`src/rtl/map_port_arbiter.sv`:
```
// -----------------------------------------------------------------------------
// map_port_arbiter
//   Shares the single read port of the 128x128 world-map memory between the
//   VGA scaler (fixed-latency stream, strict priority) and the Rojobot
//   (req/ack handshake). A one-entry VGA address cache absorbs repeated
//   scaled addresses so neighbouring pixels of one map cell leave the memory
//   slot free for the bot.
//
// Ports
//   clk, rst             clock; asynchronous active-high reset
//   vid_req, vid_addr    VGA pixel request and scaled {row,col} address
//   vid_valid, vid_data  VGA result, MEM_LAT+2 cycles after its vid_req
//   bot_req, bot_addr    bot level request, held until bot_ack
//   bot_ack, bot_data    one-cycle acknowledge with the map cell
//   map_inval            one-cycle pulse, map contents changed
//   mem_rd_en, mem_addr  registered read strobe/address to the map memory
//   mem_data             read data, MEM_LAT cycles after mem_rd_en
//   bot_starve           bot waited >= STARVE_LIM cycles, sticky until ack
// -----------------------------------------------------------------------------
module map_port_arbiter #(
  parameter int ADDR_W     = 14,
  parameter int DATA_W     = 2,
  parameter int MEM_LAT    = 1,
  parameter int STARVE_LIM = 16
) (
  input  logic              clk,
  input  logic              rst,
  input  logic              vid_req,
  input  logic [ADDR_W-1:0] vid_addr,
  output logic              vid_valid,
  output logic [DATA_W-1:0] vid_data,
  input  logic              bot_req,
  input  logic [ADDR_W-1:0] bot_addr,
  output logic              bot_ack,
  output logic [DATA_W-1:0] bot_data,
  input  logic              map_inval,
  output logic              mem_rd_en,
  output logic [ADDR_W-1:0] mem_addr,
  input  logic [DATA_W-1:0] mem_data,
  output logic              bot_starve
);

  typedef enum logic [1:0] {
    IDLE,
    REQ,
    WAIT,
    ACK
  } bot_state_t;

  localparam logic [1:0] LAT_M = 2'(MEM_LAT);
  localparam logic [7:0] LIM   = 8'(STARVE_LIM);

  bot_state_t        state, state_next;

  logic [ADDR_W-1:0] tag;
  logic              tag_valid;
  logic [DATA_W-1:0] cache_data;

  // VGA slot pipeline: one {valid,hit} pair per cycle of memory latency.
  logic [MEM_LAT:0]  pipe_valid;
  logic [MEM_LAT:0]  pipe_hit;

  logic [1:0]        wait_cnt;
  logic [7:0]        starve_cnt, starve_cnt_next;

  logic              vid_hit, vid_miss;
  logic              bot_pending, bot_grant;

  // ---------------------------------------------------------------------------
  // Arbitration and bot next-state
  // ---------------------------------------------------------------------------
  always_comb begin
    // NOTE: every signal gets a default first so no path can infer a latch.
    state_next      = state;
    starve_cnt_next = 8'd0;

    vid_hit  = tag_valid && (vid_addr == tag);
    vid_miss = vid_req && !vid_hit;

    // A request is arbitrated in the very cycle it is first seen, so an
    // uncontended request is granted straight out of IDLE.
    bot_pending = bot_req && ((state == IDLE) || (state == REQ));
    bot_grant   = bot_pending && !vid_miss;

    if (bot_pending && !bot_grant) begin
      starve_cnt_next = (starve_cnt == 8'hFF) ? starve_cnt : starve_cnt + 8'd1;
    end

    unique case (state)
      IDLE: if (bot_req) state_next = bot_grant ? WAIT : REQ;
      REQ: begin
        if (!bot_req)       state_next = IDLE;
        else if (bot_grant) state_next = WAIT;
      end
      WAIT: if (wait_cnt == LAT_M) state_next = ACK;
      ACK:  state_next = IDLE;
      default: state_next = IDLE;
    endcase
  end

  always_ff @(posedge clk or posedge rst) begin
    if (rst) state <= IDLE;
    else     state <= state_next;
  end

  assign bot_ack = (state == ACK);

  // ---------------------------------------------------------------------------
  // Memory port, VGA cache and pipeline, bot data path
  // ---------------------------------------------------------------------------
  always_ff @(posedge clk or posedge rst) begin
    if (rst) begin
      // NOTE: cache_data is reset along with everything else; it is a single
      // register, not a memory array, and a known value simplifies debug.
      mem_rd_en  <= 1'b0;
      mem_addr   <= '0;
      tag        <= '0;
      tag_valid  <= 1'b0;
      cache_data <= '0;
      pipe_valid <= '0;
      pipe_hit   <= '0;
      vid_valid  <= 1'b0;
      vid_data   <= '0;
      bot_data   <= '0;
      wait_cnt   <= 2'd0;
      starve_cnt <= 8'd0;
      bot_starve <= 1'b0;
    end else begin
      // NOTE: non-blocking assignments so every register sees pre-edge values.
      mem_rd_en <= vid_miss || bot_grant;
      if (vid_miss)       mem_addr <= vid_addr;
      else if (bot_grant) mem_addr <= bot_addr;

      if (vid_miss) tag <= vid_addr;
      // An invalidate wins over a same-cycle miss fill.
      if (map_inval)     tag_valid <= 1'b0;
      else if (vid_miss) tag_valid <= 1'b1;

      pipe_valid <= {pipe_valid[MEM_LAT-1:0], vid_req};
      pipe_hit   <= {pipe_hit[MEM_LAT-1:0], vid_hit};

      // Reads complete in order, so a hit always follows the miss that filled
      // cache_data through this stage.
      vid_valid <= pipe_valid[MEM_LAT];
      if (pipe_valid[MEM_LAT]) begin
        if (pipe_hit[MEM_LAT]) begin
          vid_data <= cache_data;
        end else begin
          vid_data   <= mem_data;
          cache_data <= mem_data;
        end
      end

      if (bot_grant)          wait_cnt <= 2'd0;
      else if (state == WAIT) wait_cnt <= wait_cnt + 2'd1;

      if ((state == WAIT) && (wait_cnt == LAT_M)) bot_data <= mem_data;

      starve_cnt <= starve_cnt_next;
      // Starvation flag survives the grant and clears with the ack, or when
      // the bot withdraws its request while still waiting for a slot.
      if ((state_next == ACK) || ((state == REQ) && (state_next == IDLE)))
        bot_starve <= 1'b0;
      else if (starve_cnt_next >= LIM)
        bot_starve <= 1'b1;
    end
  end

endmodule
```
`config.mk`:
```
export PLATFORM = sky130hd
export DESIGN_NAME = map_port_arbiter
export DESIGN_NICKNAME = d
export VERILOG_FILES = /design/src/rtl/map_port_arbiter.sv
export SDC_FILE = /design/constraint.sdc
export NUM_CORES = 1
export LEC_CHECK = 0
export ABC_AREA = 1
export CAP_MARGIN = 20
export CORE_MARGIN = 2
export CORE_UTILIZATION = 45
export CTS_CLUSTER_SIZE = 12
export DETAILED_ROUTE_END_ITERATION = 10
export PLACE_DENSITY = 0.88
export RECOVER_POWER = 100
export SLEW_MARGIN = 40
export SYNTH_ARGS = -nofsm -noshare
export SYNTH_HDL_FRONTEND = slang
export SYNTH_SLANG_ARGS = --single-unit
```
`constraint.sdc`:
```
create_clock -name clk -period 1.5 [get_ports clk]
set_clock_uncertainty 0.05 [all_clocks]
set_input_delay 0.3 -clock clk [delete_from_list [all_inputs] [get_ports clk]]
set_output_delay 0.3 -clock clk [all_outputs]
set_load 0.02 [all_outputs]
```
==> results_dict.tcl, run 1 <==
set metrics [dict create \
    vias 2238 \
    root_buffer "clkbuf_8" \
    start_util_pct 47.3 \
    hold_viol_final 0 \
    drtAntennaViolNets 0 \
    whs_path_depth 0 \
    drtIter0Drc 106 \
    ir_drop_mv 0.594 \
    worstHoldStart "pipe_valid[0]" \
    fin_crit_sh_pct 117 \
    ys_seq_area_share_pct 52.8 \
    dr.pass1.iters 4 \
    routed_via_density 4.96 \
    avgSynthCellArea_um2 8.47 \
    r2r_setup_slack_ps -260 \
    fp.dieW_um 78.0 \
    fp.dieH_um 78.0 \
    hold_end "pipe_valid[1]" \
    clk_latency_ps 310 \
    fillerInstances 384 \
    crit_fanout 3 \
    arrival_ps 1890 \
    ys_warn_count 0 \
    wire_per_inst_um 14.7 \
    rsz0062_at_grt "true" \
    io_pins 57 \
    antenna_found_initial 0 \
    status "complete, but fails checks" \
    rows 26 \
    ys_types 28 \
    power.density_nw_per_um2 1080 \
    fin_ws_ps -258 \
    netlist_instances 291 \
    relSlewSlack_pct 65.0 \
    syn_area_um2 2460 \
    cts_tree "yes" \
    hold_class "reg2reg" \
    clk_path_buf_depth 2 \
    n_antenna_cell 0 \
    fp.coreArea_um2 5200 \
    grt_pass1_vias 2235 \
    rr_endpoint "wait_cnt[1]" \
    drcViolationCount 0 \
    drive_gt1_share_pct 31.8 \
    cp_data_required_time_ps 1640 \
    synth.top_cells.by_count "nand2_1, dfrtp_1, inv_1" \
    drv_slew 0 \
    synth_edf_count 0 \
    timing.fmax_mhz 569 \
    start_kind "register" \
    yosysTopAreaCellShare_pct 52.8 \
    cts.reportedPaths.clkPinSlew_ps 100 \
    max_cap_violations 0 \
    grt_max_degree 22 \
    yosys_register_bits 52 \
    totalWireLength_um 6620 \
    hold_buffers 0 \
    crit_type "reg2reg" \
    dieArea_um2 6080 \
    fin_hold_ws_ps 307 \
    gp_congestion 0.816 \
    synth-main-ff-cell "dfrtp_1" \
    netlist_top_cells_area "dfrtp_1, nand2_1, inv_1" \
    nNetsFinal 417 \
    cts_max_level 2 \
    fin_tns_setup_ps -5750 \
    p_leak_nw 1.91 \
    dp.final_hpwl_um 4070 \
    cts_buffers 5 \
    grt-ovfl-total 0 \
    async_flop_share_pct 100 \
    grt.total_usage_pct 21.3 \
    finalCriticalPeriod_ps 1760 \
    cp-startpoint "tag[10]" \
    r2r_cells 12 \
    worst_setup_path_end_kind "register" \
    worst_pin_slew_ps 525 \
    finalSetupViolations 42 \
    yosysMostFrequentCell "nand2_1" \
    area_growth_pct 49.4 \
    grt_pass1_wl_um 10100 \
    r2r_start "tag[10]" \
    failed_checks "setup timing" \
    syn_nets 328 \
    yosys.area.top_type "dfrtp_1" \
    io_buffers 56 \
    clock_sinks 52 \
]
==> placed cells by master, fill, tap and decap left out, drive strengths merged <==
cell	n
nand2	105
dfrtp	52
inv	43
dlygate4sd2	35
buf	27
nor2	24
nand3	20
o21ai	20
clkdlybuf4s50	18
clkbuf	8
xnor2	5
a21oi	4
clkinv	3
nor3	3
clkinvlp	3
nand4	2
ha	2
dlygate4sd3	2
o22ai	1
xor2	1
nand3b	1
o211ai	1
a31oi	1
==> critical path, stage by stage, from the launching register on <==
cell	delay (ps)
dfrtp_1	410
nand2_1	90
nand2_2	60
nor2_2	130
nand2_1	70
nor2_2	130
nand2_2	90
nand2_4	110
buf_6	150
nand2_8	80
buf_6	130
nand2_4	60
o22ai_2	70
==> final cells by class <==
type	count	area, µm²	share of cell area [%]
Multi-Input combinational cell	190	1190	32.4
Tap cell	70	87.6	2.38
Timing Repair inverter	2	23.8	0.646
Clock buffer	6	72.6	1.97
Timing Repair Buffer	84	803	21.8
Inverter	45	185	5.03
Sequential cell	52	1300	35.4
Clock inverter	2	16.3	0.442
==> state kept, by name, summed over array words and instances, names as in the netlist <==
register,count
pipe_valid,2
mem_addr,14
state,2
cache_data,2
vid_valid,1
tag_valid,1
mem_rd_en,1
wait_cnt,2
pipe_hit,2
bot_starve,1
starve_cnt,8
tag,14
bot_data,2
==> metrics by stage <==
| step | setup WS [ps] | cell area, µm² | instances | total power, W | utilization (%) |
|---|---|---|---|---|---|
| final | -258 | 3680 | 451 | 0.00398 | 70.7 |
| after global routing | -338 | 3680 | 451 | 0.00417 | 70.7 |
| after CTS | -146 | 3520 | 449 | 0.00381 | 67.6 |
| after detailed placement | -520 | 3290 | 432 | 0.00297 | 63.2 |
| after global placement | -462 | 3290 | 432 | 0.00293 | 63.2 |
| after floorplan | 21.7 | 2470 | 291 | 0.00240 | - |
==> worst max path at each step <==
stage,slack (ps),endpoint,depth (start not counted)
after floorplan,20,bot_starve,7
after global placement,-460,tag[5],13
after detailed placement,-520,tag[13],13
after CTS,-150,mem_addr[6],14
after global routing,-340,wait_cnt[1],12
final,-260,wait_cnt[1],12
==> cells by family after synthesis <==
family | Yosys count | share of synthesized area [%]
and+or+nand+nor | 155 | 29.5
DFF | 52 | 52.8
buffers and inverters | 49 | 8.89
AOI/OAI and AO/OA | 27 | 5.69
xor gates and xnor gates | 6 | 2.13
adders and majority gates | 2 | 1.02
==> metal layers <==
layer  track usage, %  vias to the layer above  share of wire [%]
met3             5.00                       19                4.2
li1                 -                     1071                  -
met5                0                        -                  0
met2             39.2                       70                 55
met1             24.4                     1078                 39
met4             6.32                        0                2.1
==> power by group <==
| group | total (W) | switching, W | internal (W) |
|---|---|---|---|
| logic | 0.00143 | 0.000825 | 0.000610 |
| registers | 0.00174 | 0.000137 | 0.00161 |
| clock network | 0.000798 | 0.000465 | 0.000333 |
==> timing repair <==
| action | in CTS | in global routing |
|---|---|---|
| gates resized for setup | 69 | 65 |
| cloned | 3 | 0 |
| pin swaps | 7 | 16 |
| setup endpoints to repair | 64 | 43 |
| setup buffers | 6 | 3 |
(Power assumes the default switching activity.)
==> inputs of run 2 (changes only) <==
Settings changed: CAP_MARGIN 20 to default, CELL_PAD_IN_SITES_DETAIL_PLACEMENT from default to 1, CELL_PAD_IN_SITES_GLOBAL_PLACEMENT from default to 2, CORE_ASPECT_RATIO from default to 0.9, CORE_UTILIZATION 45 to 26, PLACE_DENSITY 0.88 to 0.87.
==> results_dict.tcl, run 2 (same netlist as run 1, synthesis figures left out) <==
set metrics [dict create \
    status "complete, but fails checks" \
    failed_checks "setup timing" \
    register_area_um2 1300 \
    area_growth_pct 57.2 \
    rows 33 \
    drtAntennaViolNets 0 \
    crit_fanout 8 \
    dp.cells 493 \
    use_met1_pct 16.6 \
    grt_pass1_vias 2447 \
    io_buffers 56 \
    root_buffer "clkbuf_8" \
    fin_ws_ps -134 \
    rsz0062_at_grt "true" \
    ir_drop_mv 0.480 \
    hold_viol_final 0 \
    cp_num_buf_inv 2 \
    vias 2203 \
    fp.dieH_um 96.3 \
    cp_data_required_time_ps 1690 \
    drive_gt1_share_pct 34.0 \
    io_pins 57 \
    routed_via_density 4.29 \
    grt.total_usage_pct 14.6 \
    arrival_ps 1830 \
    mostFrequentLayoutCells "nand2_1, dfrtp_1, dlygate4sd2_1" \
    p_leak_nw 1.97 \
    crit_top_cell "nand2_1" \
    top_usage_layer "met2" \
    dpl_cell_area_um2 3410 \
    cts_tree "yes" \
    final_cell_count_no_fill 514 \
    use_met2_pct 27.9 \
    start_kind "register" \
    cp_slowest_stage_delay_ps 390 \
    fillerInstances 1090 \
    timing.fmax_mhz 612 \
    clk_path_buf_depth 2 \
    finalCriticalPeriod_ps 1630 \
    hold_class "reg2reg" \
    stdcell_area_um2 3870 \
    grt_pass1_wl_um 11600 \
    p_total_w 0.00396 \
    path_cells "nand2_1 -> nand2_1 -> nor2_1 -> nand2_1 -> nor2_2 -> nand2_2 -> nand2_4 -> inv_8 -> nor2_8 -> buf_12 -> nand2_1 -> nand3_1" \
    clk_latency_ps 310 \
    mostFrequentLayoutCell "nand2_1" \
    hold_buffers 0 \
    grt-ovfl-total 0 \
    multi_input_area_um2 1210 \
    relSlewSlack_pct 69.8 \
    gp_congestion 0.831 \
    cts_buffers 5 \
    use_met3_pct 2.71 \
    worst_pin_slew_ps 453 \
    fp.dieW_um 107 \
    worst_setup_path_end_kind "register" \
    dp.final_hpwl_um 5080 \
    slowest_stage "dfrtp_1" \
    max_cap_violations 0 \
    start_util_pct 26.9 \
    finalSetupViolations 40 \
    fin_crit_sh_pct 109 \
    dieArea_um2 10300 \
    cts_max_level 2 \
    antenna_found_initial 1 \
    cts.reportedPaths.clkPinSlew_ps 100 \
    dr.pass1.iters 4 \
    clock_sinks 52 \
    wire_per_inst_um 13.4 \
    reg_top3 "mem_addr x14, tag x14, starve_cnt x8" \
    crit_family "simple AND/OR/NAND/NOR gates" \
    drcViolationCount 0 \
    totalWireLength_um 6900 \
    drtIter0Drc 33 \
    fin_util_pct 42.2 \
    drv_slew 0 \
    fp.coreArea_um2 9170 \
    power.density_nw_per_um2 1020 \
    nNetsFinal 427 \
    pre_cts_slack_ps -604 \
    crit_type "reg2reg" \
    grt_max_degree 32 \
]
run 2: changes by cell type in the layout (fill, tap and decap cells not counted), moves of 2 or more:
cell and delta:
buf_4 +8, buf_6 +3, nand2_1 +3, nand2_2 -3
clkinv_4 -2, inv_8 +2, o21ai_1 -2, o21ai_2 +2
run 2: path summary, 6_finish.rpt:
check | start | endpoint | slack (ps) | cells after the start
max | tag[5] | mem_addr[6] | -130 | 12
min | pipe_valid[0] | pipe_valid[1] | 310 | 0
max reg2reg | tag[5] | mem_addr[6] | -130 | 12
min reg2reg | pipe_valid[0] | pipe_valid[1] | 310 | 0
max in group asynchronous | rst | bot_data[0] | 240 | 3
min in group asynchronous | rst | mem_addr[0] | 350 | 2
run 2: per-layer routing:
| layer | up-vias | wire length (µm) |
|---|---|---|
| li1 | 1091 | - |
| met4 | 0 | 52 |
| met5 | - | 0 |
| met1 | 1066 | 2890 |
| met3 | 5 | 271 |
| met2 | 41 | 3680 |
run 2: worst register-to-register path, cell delays in order, from the launching register on:
cell	delay (ps)
dfrtp_1	390
nand2_1	70
nand2_1	40
nor2_1	120
nand2_1	80
nor2_2	130
nand2_2	90
nand2_4	140
inv_8	80
nor2_8	130
buf_12	150
nand2_1	60
nand3_1	70
run 2: area by class of cell:
class / instances / share of cell area (%)
well taps: 122 / 3.94
clock inverters: 1 / 0.194
inverters: 45 / 4.98
clock buffers: 7 / 2.23
diodes: 1 / 0.0646
flip-flops and latches: 52 / 33.6
repair inverters: 1 / 0.194
multi-input cells: 190 / 31.2
repair buffers: 95 / 23.6
run 2: timing repair:
| item | CTS | global route |
|---|---|---|
| endpoints found under the setup margin | 64 | 43 |
| pin swaps | 18 | 9 |
| buffers inserted | 5 | 5 |
| gates cloned | 2 | 0 |
| gates resized for setup | 125 | 15 |
run 2: where the power goes:
part / leakage, nW / internal, W / total, W / switching, W
clock: 0.0445 / 0.000376 / 0.000849 / 0.000473
combinational: 1.28 / 0.000620 / 0.00138 / 0.000763
sequential: 0.650 / 0.00161 / 0.00173 / 0.000123
total: 1.97 / 0.00260 / 0.00396 / 0.00136
run 2: through the flow:
step / hold WS [ps] / TNS [ps]
4_1_cts: 212 / -4330
2_1_floorplan: 281 / 0
5_1_grt: 325 / -7320
6_report: 312 / -2800
3_3_place_gp: 285 / -20120
3_5_place_dp: 294 / -22030
